===== src/rtl/bcd_stopwatch.sv =====
// mm:ss.hh stopwatch: prescaler, six cascaded BCD digits, run/stop/clear FSM, 7-seg decode.
// Latency: digits/flags update 1 cycle after the sampling edge; bcd/HEX are combinational from registers.
// No backpressure: pulse inputs are consumed every cycle. Optional lap hold under `LAP_HOLD_EN.
module bcd_stopwatch #(
    parameter int CLK_HZ  = 50000000,
    parameter int TICK_HZ = 100,
    parameter int WRAP    = 1
) (
    input  logic        clock,
    input  logic        reset,
    input  logic        start_stop,
    input  logic        clear,
    input  logic        lap,
    output logic        running,
    output logic        overflow,
    output logic        lap_active,
    output logic [23:0] bcd,
    output logic [6:0]  HEX0,
    output logic [6:0]  HEX1,
    output logic [6:0]  HEX2,
    output logic [6:0]  HEX3,
    output logic [6:0]  HEX4,
    output logic [6:0]  HEX5
);

    // DIV must be at least 2 so the prescaler has a distinct terminal count.
    localparam int DIV     = CLK_HZ / TICK_HZ;
    localparam int PW      = $clog2(DIV);
    localparam bit WRAP_EN = (WRAP != 0);

    typedef enum logic [1:0] {
        S_IDLE = 2'd0,
        S_RUN  = 2'd1,
        S_STOP = 2'd2
    } state_t;

    state_t          state_q;
    state_t          state_d;
    logic [PW-1:0]   presc_q;
    logic [PW-1:0]   presc_d;
    logic            running_q;
    logic            overflow_q;
    logic            overflow_d;

    // Live digits, least significant first: hundredths, seconds, minutes.
    logic [3:0] hu_q, ht_q, su_q, st_q, mu_q, mt_q;
    logic [3:0] hu_d, ht_d, su_d, st_d, mu_d, mt_d;
    logic [23:0] live;

    logic tick;
    logic c_ht, c_su, c_st, c_mu, c_mt;
    logic roll;
    logic locked;

    // Advance a digit, wrapping at its top value.
    function automatic logic [3:0] nxt(input logic [3:0] d, input logic [3:0] top);
        return (d == top) ? 4'd0 : d + 4'd1;
    endfunction

    // Active-low {g..a}; anything outside 0..9 blanks the digit.
    function automatic logic [6:0] seg7(input logic [3:0] d);
        logic [6:0] s;
        case (d)
            4'd0:    s = 7'b1000000;
            4'd1:    s = 7'b1111001;
            4'd2:    s = 7'b0100100;
            4'd3:    s = 7'b0110000;
            4'd4:    s = 7'b0011001;
            4'd5:    s = 7'b0010010;
            4'd6:    s = 7'b0000010;
            4'd7:    s = 7'b1111000;
            4'd8:    s = 7'b0000000;
            4'd9:    s = 7'b0010000;
            default: s = 7'b1111111;
        endcase
        return s;
    endfunction

    assign live = {mt_q, mu_q, st_q, su_q, ht_q, hu_q};
    assign tick = (state_q == S_RUN) && (presc_q == PW'(DIV - 1));

    // Carry chain: each stage advances only when every lower digit is at its top value.
    assign c_ht = tick && (hu_q == 4'd9);
    assign c_su = c_ht && (ht_q == 4'd9);
    assign c_st = c_su && (su_q == 4'd9);
    assign c_mu = c_st && (st_q == 4'd5);
    assign c_mt = c_mu && (mu_q == 4'd9);
    assign roll = c_mt && (mt_q == 4'd5);

    // In saturate mode a latched overflow freezes the watch until clear.
    assign locked = !WRAP_EN && overflow_q;

    // Next-state logic: clear wins over start_stop; saturation forces STOP.
    always_comb begin
        state_d = state_q;
        if (clear) begin
            state_d = S_IDLE;
        end else begin
            case (state_q)
                S_IDLE: begin
                    if (start_stop) state_d = S_RUN;
                end
                S_RUN: begin
                    if (start_stop || (!WRAP_EN && roll)) state_d = S_STOP;
                end
                S_STOP: begin
                    if (start_stop && !locked) state_d = S_RUN;
                end
                default: state_d = S_IDLE;
            endcase
        end
    end

    // Prescaler, digit cascade and overflow flag next values.
    always_comb begin
        presc_d    = presc_q;
        hu_d       = hu_q;
        ht_d       = ht_q;
        su_d       = su_q;
        st_d       = st_q;
        mu_d       = mu_q;
        mt_d       = mt_q;
        overflow_d = WRAP_EN ? 1'b0 : overflow_q;
        if (clear) begin
            presc_d    = '0;
            hu_d       = 4'd0;
            ht_d       = 4'd0;
            su_d       = 4'd0;
            st_d       = 4'd0;
            mu_d       = 4'd0;
            mt_d       = 4'd0;
            overflow_d = 1'b0;
        end else begin
            // Prescaler only moves in RUN, so STOP keeps the sub-tick phase.
            if (state_q == S_RUN) begin
                presc_d = tick ? '0 : presc_q + PW'(1);
            end
            if (roll) begin
                overflow_d = 1'b1;
            end
            // At 59:59.99 the saturating build simply holds the digits.
            if (tick && !(roll && !WRAP_EN)) begin
                hu_d = nxt(hu_q, 4'd9);
                if (c_ht) ht_d = nxt(ht_q, 4'd9);
                if (c_su) su_d = nxt(su_q, 4'd9);
                if (c_st) st_d = nxt(st_q, 4'd5);
                if (c_mu) mu_d = nxt(mu_q, 4'd9);
                if (c_mt) mt_d = nxt(mt_q, 4'd5);
            end
        end
    end

    // State, prescaler, digits and flags; reset outranks every other input.
    always_ff @(posedge clock) begin
        if (!reset) begin
            state_q    <= S_IDLE;
            presc_q    <= '0;
            hu_q       <= 4'd0;
            ht_q       <= 4'd0;
            su_q       <= 4'd0;
            st_q       <= 4'd0;
            mu_q       <= 4'd0;
            mt_q       <= 4'd0;
            overflow_q <= 1'b0;
            running_q  <= 1'b0;
        end else begin
            state_q    <= state_d;
            presc_q    <= presc_d;
            hu_q       <= hu_d;
            ht_q       <= ht_d;
            su_q       <= su_d;
            st_q       <= st_d;
            mu_q       <= mu_d;
            mt_q       <= mt_d;
            overflow_q <= overflow_d;
            running_q  <= (state_d == S_RUN);
        end
    end

    assign running  = running_q;
    assign overflow = overflow_q;

`ifdef LAP_HOLD_EN
    logic [23:0] lap_q;
    logic        lap_active_q;

    // Lap toggle: freeze on a RUN-time press (pre-tick value), release on any later press.
    always_ff @(posedge clock) begin
        if (!reset) begin
            lap_q        <= 24'h0;
            lap_active_q <= 1'b0;
        end else if (clear) begin
            lap_active_q <= 1'b0;
        end else if (lap) begin
            if (lap_active_q) begin
                lap_active_q <= 1'b0;
            end else if (state_q == S_RUN) begin
                lap_active_q <= 1'b1;
                lap_q        <= live;
            end
        end
    end

    assign lap_active = lap_active_q;
    assign bcd        = lap_active_q ? lap_q : live;
`else
    logic lap_unused;

    assign lap_unused = lap;
    assign lap_active = 1'b0;
    assign bcd        = live;
`endif

    assign HEX0 = seg7(bcd[3:0]);
    assign HEX1 = seg7(bcd[7:4]);
    assign HEX2 = seg7(bcd[11:8]);
    assign HEX3 = seg7(bcd[15:12]);
    assign HEX4 = seg7(bcd[19:16]);
    assign HEX5 = seg7(bcd[23:20]);

endmodule


===== config.mk =====
export PLATFORM = sky130hd
export DESIGN_NAME = bcd_stopwatch
export DESIGN_NICKNAME = d
export VERILOG_FILES = /design/src/rtl/bcd_stopwatch.sv
export SDC_FILE = /design/constraint.sdc
export NUM_CORES = 1
export LEC_CHECK = 0
export CAP_MARGIN = 40
export CORE_ASPECT_RATIO = 0.7
export CORE_MARGIN = 5
export CORE_UTILIZATION = 50
export CTS_CLUSTER_SIZE = 24
export DETAILED_ROUTE_END_ITERATION = 12
export PLACE_DENSITY = 0.8
export SLEW_MARGIN = 5
export SYNTH_ARGS = -nofsm -noshare
export SYNTH_HDL_FRONTEND = slang
export SYNTH_SLANG_ARGS = --single-unit

===== constraint.sdc =====
create_clock -name clock -period 3.7 [get_ports clock]
set_clock_uncertainty 0.05 [all_clocks]
set_input_delay 0.925 -clock clock [delete_from_list [all_inputs] [get_ports clock]]
set_output_delay 0.925 -clock clock [all_outputs]
set_load 0.005 [all_outputs]

==> summary.md, run 1 <==
| Metric | Value |
|---|---|
| Max_cap viols | 0 |
| Sw frac | ~22% |
| Clock Sinks | 89 |
| Flop pwr share | about half |
| Critical path class | reg -> reg |
| Cell Area, Synth | between 5000 and 6000 um^2 |
| P_int | 1.45 mW |
| Overall Global Routing Usage | a little over a fifth |
| NetSw | 412 uW |
| Hold crit path type | reg -> reg |
| R2r setup slk | 0.36 ns |
| Post-synthesis area per instance | 8.14 um^2 |
| Hold Buf Count CTS | 0 |
| DRC | 0 |
| Final Max Tran Viols | 0 |
| Hpwl dp | 9450 um |
| Status | finished, final reports clean |
| WL/cell | ~16 um |
| Post-synth EDFFs | 0 |
| Dpl cells | 802 |
| Worst slew pin tran | around 0.64 ns |
| Crit share post-route | around nine tenths |
| Register bit total from synthesis | 89 |
| Final Cell Area | 6230 um^2 |
| FFs w/ async S/R, synth | 0% |
| CP endpoint kind | flip-flop |
| Gr ovfl total | 0 |
| Setup bufs post-CTS | 0 |
| CTS tree | done |
| FP Rows | 30 |
| Vias in the first global route | 4362 |
| Clk pwr share | 45.7% |
| Initial Utilization | 51.8% |
| Placed cell area | 5960 um^2 |
| Root buf cell | clkbuf_16 |
| Initial DRC count | around 540 |
| Pwr Density | 298 nW/um^2 |
| Unrepaired setup endpoints after global routing | false |
| Critical path data arrival time | 3.54 ns |
| Ports | 74 |
| Peak VDD IR | between 0.0002 and 0.00025 V |
| Syn. warnings | 0 |
| # fillers | 824 |
| Drt first pass iters | 5 |
| First-pass GRT wire length | ~21000 um |
| Tmin final | between 3 and 4 ns |
| Max Clock Freq | 299 MHz |
| Die X | 131 um |
| Most used DFF post-synth | dfxtp_1 |
| Final setup viols | 0 |
| Clk Latency, worst-skew pair | around 0.35 ns |
| ANT nets after route | 0 |
| PostCTS Resize Cnt | 0 |
| Mapped Cells | about 630 |
| Crit Reg-Reg Endpoint | HEX1[2] |
| Area growth syn-to-layout | 22.4% |
| Post-DR vias/cell | approximately 5.8 |
| Post-synthesis sequential area ratio | 35.0% |
| Ant. Diodes | 0 |
| Gate power share | 2.6% |
| Final Core Density | 63.4% |
| Leak | 2.38 nW |
| Nets | around 720 |
| Distinct cells, synth | 70 |
| Fin Setup TNS | 0 ns |
| Footprint of the multi-input gates | 2990 um^2 |
| Leading cell type by number of instances after synthesis | dfxtp_1 |
| Die Height | 94.4 um |
| Worst reg2reg path depth | 11 |
| Die ar. | about 12000 um^2 |
| Hold endpoint | presc_q[1] |
| Share of layout cells above drive strength 1 | 6.81% |
| Reg clk slew, reported paths | 0.06 ns |
| Hold depth | 2 |
| Largest fanout on the critical path | 7 |
| Largest net degree at the start of global routing | 45 |
| Initial antenna violation count | 0 |
| Startpoint types | flip-flop |
| Top post-synthesis cells by area | dfxtp_1, ha_1, nor2_1, a21oi_1, o21ai_0 |
| Cell taking the most area after synthesis | dfxtp_1 |
| CP required | 3.90 ns |
| CTS H-tree lvls | 3 |
| CORE AREA | 9830 um^2 |
| CTS Buf Count | 9 |
| Final Non-Filler Cells | 818 |
| Clock buffer depth | 2 |
| Synth Net Count | 662 |
| Worst slew margin relative to its limit | 56.7% |
| IO Port Bufs | 71 |
| Reg-to-Reg Start | presc_q[0] |
| Top post-synthesis cells by count | dfxtp_1, nor2_1, nand2_1 |
| Yosys top cell area share | 35.0% |
| Fin. Hold Viols | 0 |
| FF/Latch Area | approximately 1800 um^2 |
| Final wirelength | approximately 13000 um |
| Placer Congestion | 0.870 |
| Hold path startpoint | presc_q[1] |
| Via count | about 4.7k |
-- layout by cell type (no fill, tap or decap), types with 3 or more instances in the layout --
| master | n |
|---|---|
| a211oi_1 | 5 |
| a21boi_0 | 4 |
| a21oi_1 | 41 |
| a2bb2oi_1 | 5 |
| a31oi_1 | 3 |
| and2_1 | 6 |
| and3_1 | 6 |
| and4_1 | 5 |
| buf_12 | 3 |
| buf_4 | 12 |
| clkbuf_16 | 9 |
| clkdlybuf4s50_1 | 71 |
| clkinv_2 | 3 |
| dfxtp_1 | 89 |
| ha_1 | 31 |
| inv_1 | 44 |
| mux2_2 | 5 |
| mux2i_1 | 10 |
| nand2_1 | 48 |
| nand2b_1 | 8 |
| nand3_1 | 27 |
| nand4_1 | 17 |
| nor2_1 | 63 |
| nor2b_1 | 6 |
| nor3_1 | 9 |
| nor4_1 | 9 |
| o211ai_1 | 5 |
| o21a_1 | 6 |
| o21ai_0 | 37 |
| o22ai_1 | 6 |
| or3_1 | 13 |
| or4_1 | 6 |
| xnor2_1 | 12 |
| xor2_1 | 13 |
-- cells by family (layout without fill, tap and decap cells) --
kind of cell / after synthesis / count (layout) / share of synthesized area (%)
and+or+nand+nor: 243 / 243 / 26.0
AOI/OAI and AO/OA: 140 / 140 / 17.6
DFF: 89 / 89 / 35.0
buffers and inverters: 82 / 146 / 6.39
adders and majority gates: 31 / 31 / 7.61
xor gates and xnor gates: 25 / 25 / 4.30
muxes: 15 / 15 / 3.07
other: 1 / 1 / 0.0736
-- how the worst max path moves through the flow --
| stage | slack (ns) | from | to |
|---|---|---|---|
| 2_1_floorplan | 0.37 | reset | HEX5[4] |
| 3_3_place_gp | 0.47 | clear | HEX2[4] |
| 3_5_place_dp | 0.39 | presc_q[0] | HEX1[2] |
| 4_1_cts | 0.37 | presc_q[0] | HEX1[2] |
| 5_1_grt | 0.02 | presc_q[0] | HEX1[2] |
| 6_report | 0.36 | presc_q[0] | HEX1[2] |
-- flip-flops by register name (all words and copies together), names as in the netlist --
| name | count |
|---|---|
| mu_q | 4 |
| mt_q | 4 |
| hu_q | 4 |
| HEX5 | 7 |
| presc_q | 19 |
| ht_q | 4 |
| HEX0 | 7 |
| HEX4 | 7 |
| HEX3 | 7 |
| overflow | 1 |
| HEX2 | 7 |
| HEX1 | 7 |
| running | 1 |
| st_q | 4 |
| state_q | 2 |
| su_q | 4 |
-- per-layer routing --
| layer | routed length [um] | part of all wire, % | track usage (%) |
|---|---|---|---|
| met1 | 6300 | 48 | 31.4 |
| met2 | 5720 | 43 | 31.2 |
| met3 | 939 | 7.1 | 4.24 |
| met4 | 204 | 1.6 | 7.11 |
| met5 | 0 | 0 | 0 |
-- critical path, cell delays in order (launching register included) --
cell,delay (ns)
dfxtp_1,0.37
ha_1,0.21
and4b_1,0.29
and4_1,0.31
buf_4,0.18
nand3_1,0.23
or3_1,0.45
a21oi_1,0.35
ha_1,0.30
a21boi_0,0.20
o22ai_1,0.10
a311oi_1,0.22
-- area by class of cell --
type,instances,area share (%)
Multi-Input combinational cell,455,48.0
Sequential cell,89,28.6
Timing Repair Buffer,86,13.8
Clock buffer,11,3.89
Inverter,44,2.65
Tap cell,128,2.57
Clock inverter,5,0.502
-- power by group through the flow --
stage	clock [mW]	combinational [mW]	sequential, mW
finish	0.850	0.0488	0.960
global route	0.898	0.0535	0.960
CTS	0.860	0.0483	0.960
detailed placement	0	0.0480	0.982
global placement	0	0.0464	0.982
floorplan	0	0.0294	0.982
-- metrics by stage --
stage | setup slack, ns | hold WS [ns] | total power, mW
6_report | 0.359 | 0.428 | 1.86
5_1_grt | 0.0181 | 0.452 | 1.91
4_1_cts | 0.367 | 0.433 | 1.87
3_5_place_dp | 0.388 | 0.425 | 1.03
3_3_place_gp | 0.473 | 0.411 | 1.03
2_1_floorplan | 0.365 | 0.399 | 1.01
Power figures use the tool's default switching activity.
==> run 2: changes to the inputs <==
- CAP_MARGIN: 40 -> 10
==> results of run 2 <==
The final DEF is identical to that of run 1; final timing and power are the same.
==> patch: new RTL, settings of run 1 <==
Set the parameter `WRAP` to 0 (it was 1).
--- a/src/rtl/bcd_stopwatch.sv
+++ b/src/rtl/bcd_stopwatch.sv
@@ -5,5 +5,5 @@
     parameter int CLK_HZ  = 50000000,
     parameter int TICK_HZ = 100,
-    parameter int WRAP    = 1
+    parameter int WRAP    = 0
 ) (
     input  logic        clock,
Behaviour: no difference found for any inputs over 10 cycles, from zero or initial values and one cycle with reset low; that may be too few to reach the edited logic, so the function may still have changed.
==> patch against run 1 <==
  * Sequential power barely moved
  * Largest power group unchanged
  * First-iteration DRC count down 7.6%
  * Clock power increased by 9.8%
  * Routed wire length is 5.0% lower
  * Cell count shrank 2.3%
  * Worst setup slack worse by 70 ps
  * Total power is 4.0% higher
  * Non-clock buffer count grew 4
  * Area after synthesis is 0.39% lower
  * Via count down 1.1%
  * Maximum frequency decreased by 2.1%
  * Design area increased by 0.56%
  * Sequential cell count stayed put
==> patch: results (changes against run 1) <==
Status - finished clean (unchanged)
Max VDD drop - 0.2198 mV (was 0.2385 mV)
First-pass GRT wire length - 21000 um (was 21370 um)
Register area share after synthesis - 0.3512 (was 0.3498)
Clock-pin slew on the worst setup and hold paths - 60 ps (about the same)
Drt first pass iters - 6 (was 5)
Quantity of I/O buffers inserted on ports - 71 (unchanged)
Met3 wire len - 880 um (was 939 um)
CP max stage delay - 470 ps (was 450 ps)
CTS Buf Count - 9 (unchanged)
Hold path startpoint - presc_q[1] (unchanged)
Starting DRT DRC Count - 501 (was 542)
# nets final - 702 (was 721)
# hold bufs at CTS - 0 (unchanged)
Synth area leaders - dfxtp_1 (35%), ha_1 (7.6%), a21oi_1 (4.3%) (was dfxtp_1 (35%), ha_1 (7.6%), nor2_1 (4.6%))
Static Leak - 2.439 nW (was 2.377 nW)
Max layer used - met4 (unchanged)
Initial antenna violation count - 0 (unchanged)
Via/cell ratio - 5.851 (was 5.778)
GP Congestion - 0.8984 (was 0.8695)
Share of cells above drive strength 1 - 0.09538 (was 0.06812)
Synth top cells by count - dfxtp_1 (89), nor2_1 (49), nand2_1 (45) (was dfxtp_1 (89), nor2_1 (63), nand2_1 (48))
Routed length on met2 - 5593 um (was 5716 um)
Routed met1 length - 5789 um (was 6300 um)
Reg-to-reg endpoint - HEX3[6] (was HEX1[2])
Max-slew headroom - 0.5449 (was 0.5671)
Netlist cell types - 73 (was 70)
Routed WL per cell - 15.65 um (was 16.09 um)
Worst EP arrival - 3560 ps (was 3540 ps)
Largest net degree at the start of global routing - 18 (was 45)
Worst skew pair latency - 340 ps
Crit Path Max Fanout - 10 (was 7)
Placed Cells - 783 (was 802)
End of the worst hold path - presc_q[1] (unchanged)
Total track usage - 0.2089 (was 0.2138)
Mapped Cells - 596 (was 626)
Vias in the first global route - 4417 (was 4362)
Routed vias - 4675 (was 4726)
Hold Path Depth - 2 (unchanged)
Crit-path slowest cell - dfxtp_1 (was or3_1)
R2R Setup Slk - 290 ps (was 360 ps)
Async SR Flop Fraction - 0 (unchanged)
Mapped Nets - 632 (was 662)
R2R Path Start - hu_q[3] (was presc_q[0])
Hpwl dp - 9310 um (was 9455 um)
patch: cell types whose count changed in the layout (fill, tap and decap cells not counted), moves of 7 or more:
cell | before | now
buf_4 | 12 | 19
o31ai_1 | 1 | 8
nor2_1 | 63 | 49
o21ai_0 | 37 | 24
patch: repair_timing:
action                                 4_1_cts  5_1_grt
gates resized for setup                      0        1
endpoints found under the hold margin        0        0
setup endpoints to repair                    0        2
patch: worst min-delay path, stage by stage (launching register included):
cell     delay, ps
dfxtp_1        320
nand2_1         60
a21oi_1         50
patch: how the worst max path moves through the flow:
stage               endpoint         from  slack (ps)
global placement     HEX4[4]        clear         350
finish               HEX3[6]      hu_q[3]         290
global route         HEX3[6]  presc_q[10]          80
CTS                  HEX3[6]      mt_q[1]         250
floorplan            HEX1[4]        reset         400
detailed placement   HEX4[4]        clear         240
patch: where the power goes:
group | switching, mW | leakage [nW] | internal, mW
clock | 0.355 | 0.153 | 0.578
combinational | 0.0259 | 1.57 | 0.0144
sequential | 0.000947 | 0.717 | 0.960
total | 0.382 | 2.44 | 1.55
patch: cell families after synthesis:
kind of cell / after synthesis / synth area share
and+or+nand+nor: 219 / 0.2498
AOI/OAI and AO/OA: 140 / 0.1803
DFF: 89 / 0.3512
buffers and inverters: 73 / 0.05795
adders and majority gates: 31 / 0.07645
muxes: 22 / 0.04735
xor gates and xnor gates: 21 / 0.03625
other: 1 / 0.0007391
patch: per-layer routing:
layer / vias up / track usage
li1: 2273 / -
met1: 2206 / 0.2782
met2: 170 / 0.3247
met3: 26 / 0.05625
met4: 0 / 0.07449
met5: - / 0
patch: cell type report:
| cell class | instances | area (um2) |
|---|---|---|
| clock inverter | 2 | 35.03 |
| multi-input combinational | 434 | 3007 |
| tap | 128 | 160.2 |
| sequential | 89 | 1782 |
| timing repair buffer | 90 | 853.3 |
| fill | 802 | 3528 |
| inverter | 42 | 157.7 |
| clock buffer | 14 | 274.0 |
patch: per-stage QoR:
| step | hold slack (ps) | total power, mW | instance area (um2) | setup WS, ps |
|---|---|---|---|---|
| 2_1_floorplan | 399.2 | 1.006 | 5074 | 399.9 |
| 3_3_place_gp | 409.4 | 1.020 | 5953 | 347.6 |
| 3_5_place_dp | 426.4 | 1.021 | 5953 | 239.3 |
| 4_1_cts | 433.5 | 1.953 | 6262 | 253.7 |
| 5_1_grt | 463.3 | 1.999 | 6269 | 76.74 |
| 6_report | 432.9 | 1.934 | 6269 | 288.9 |
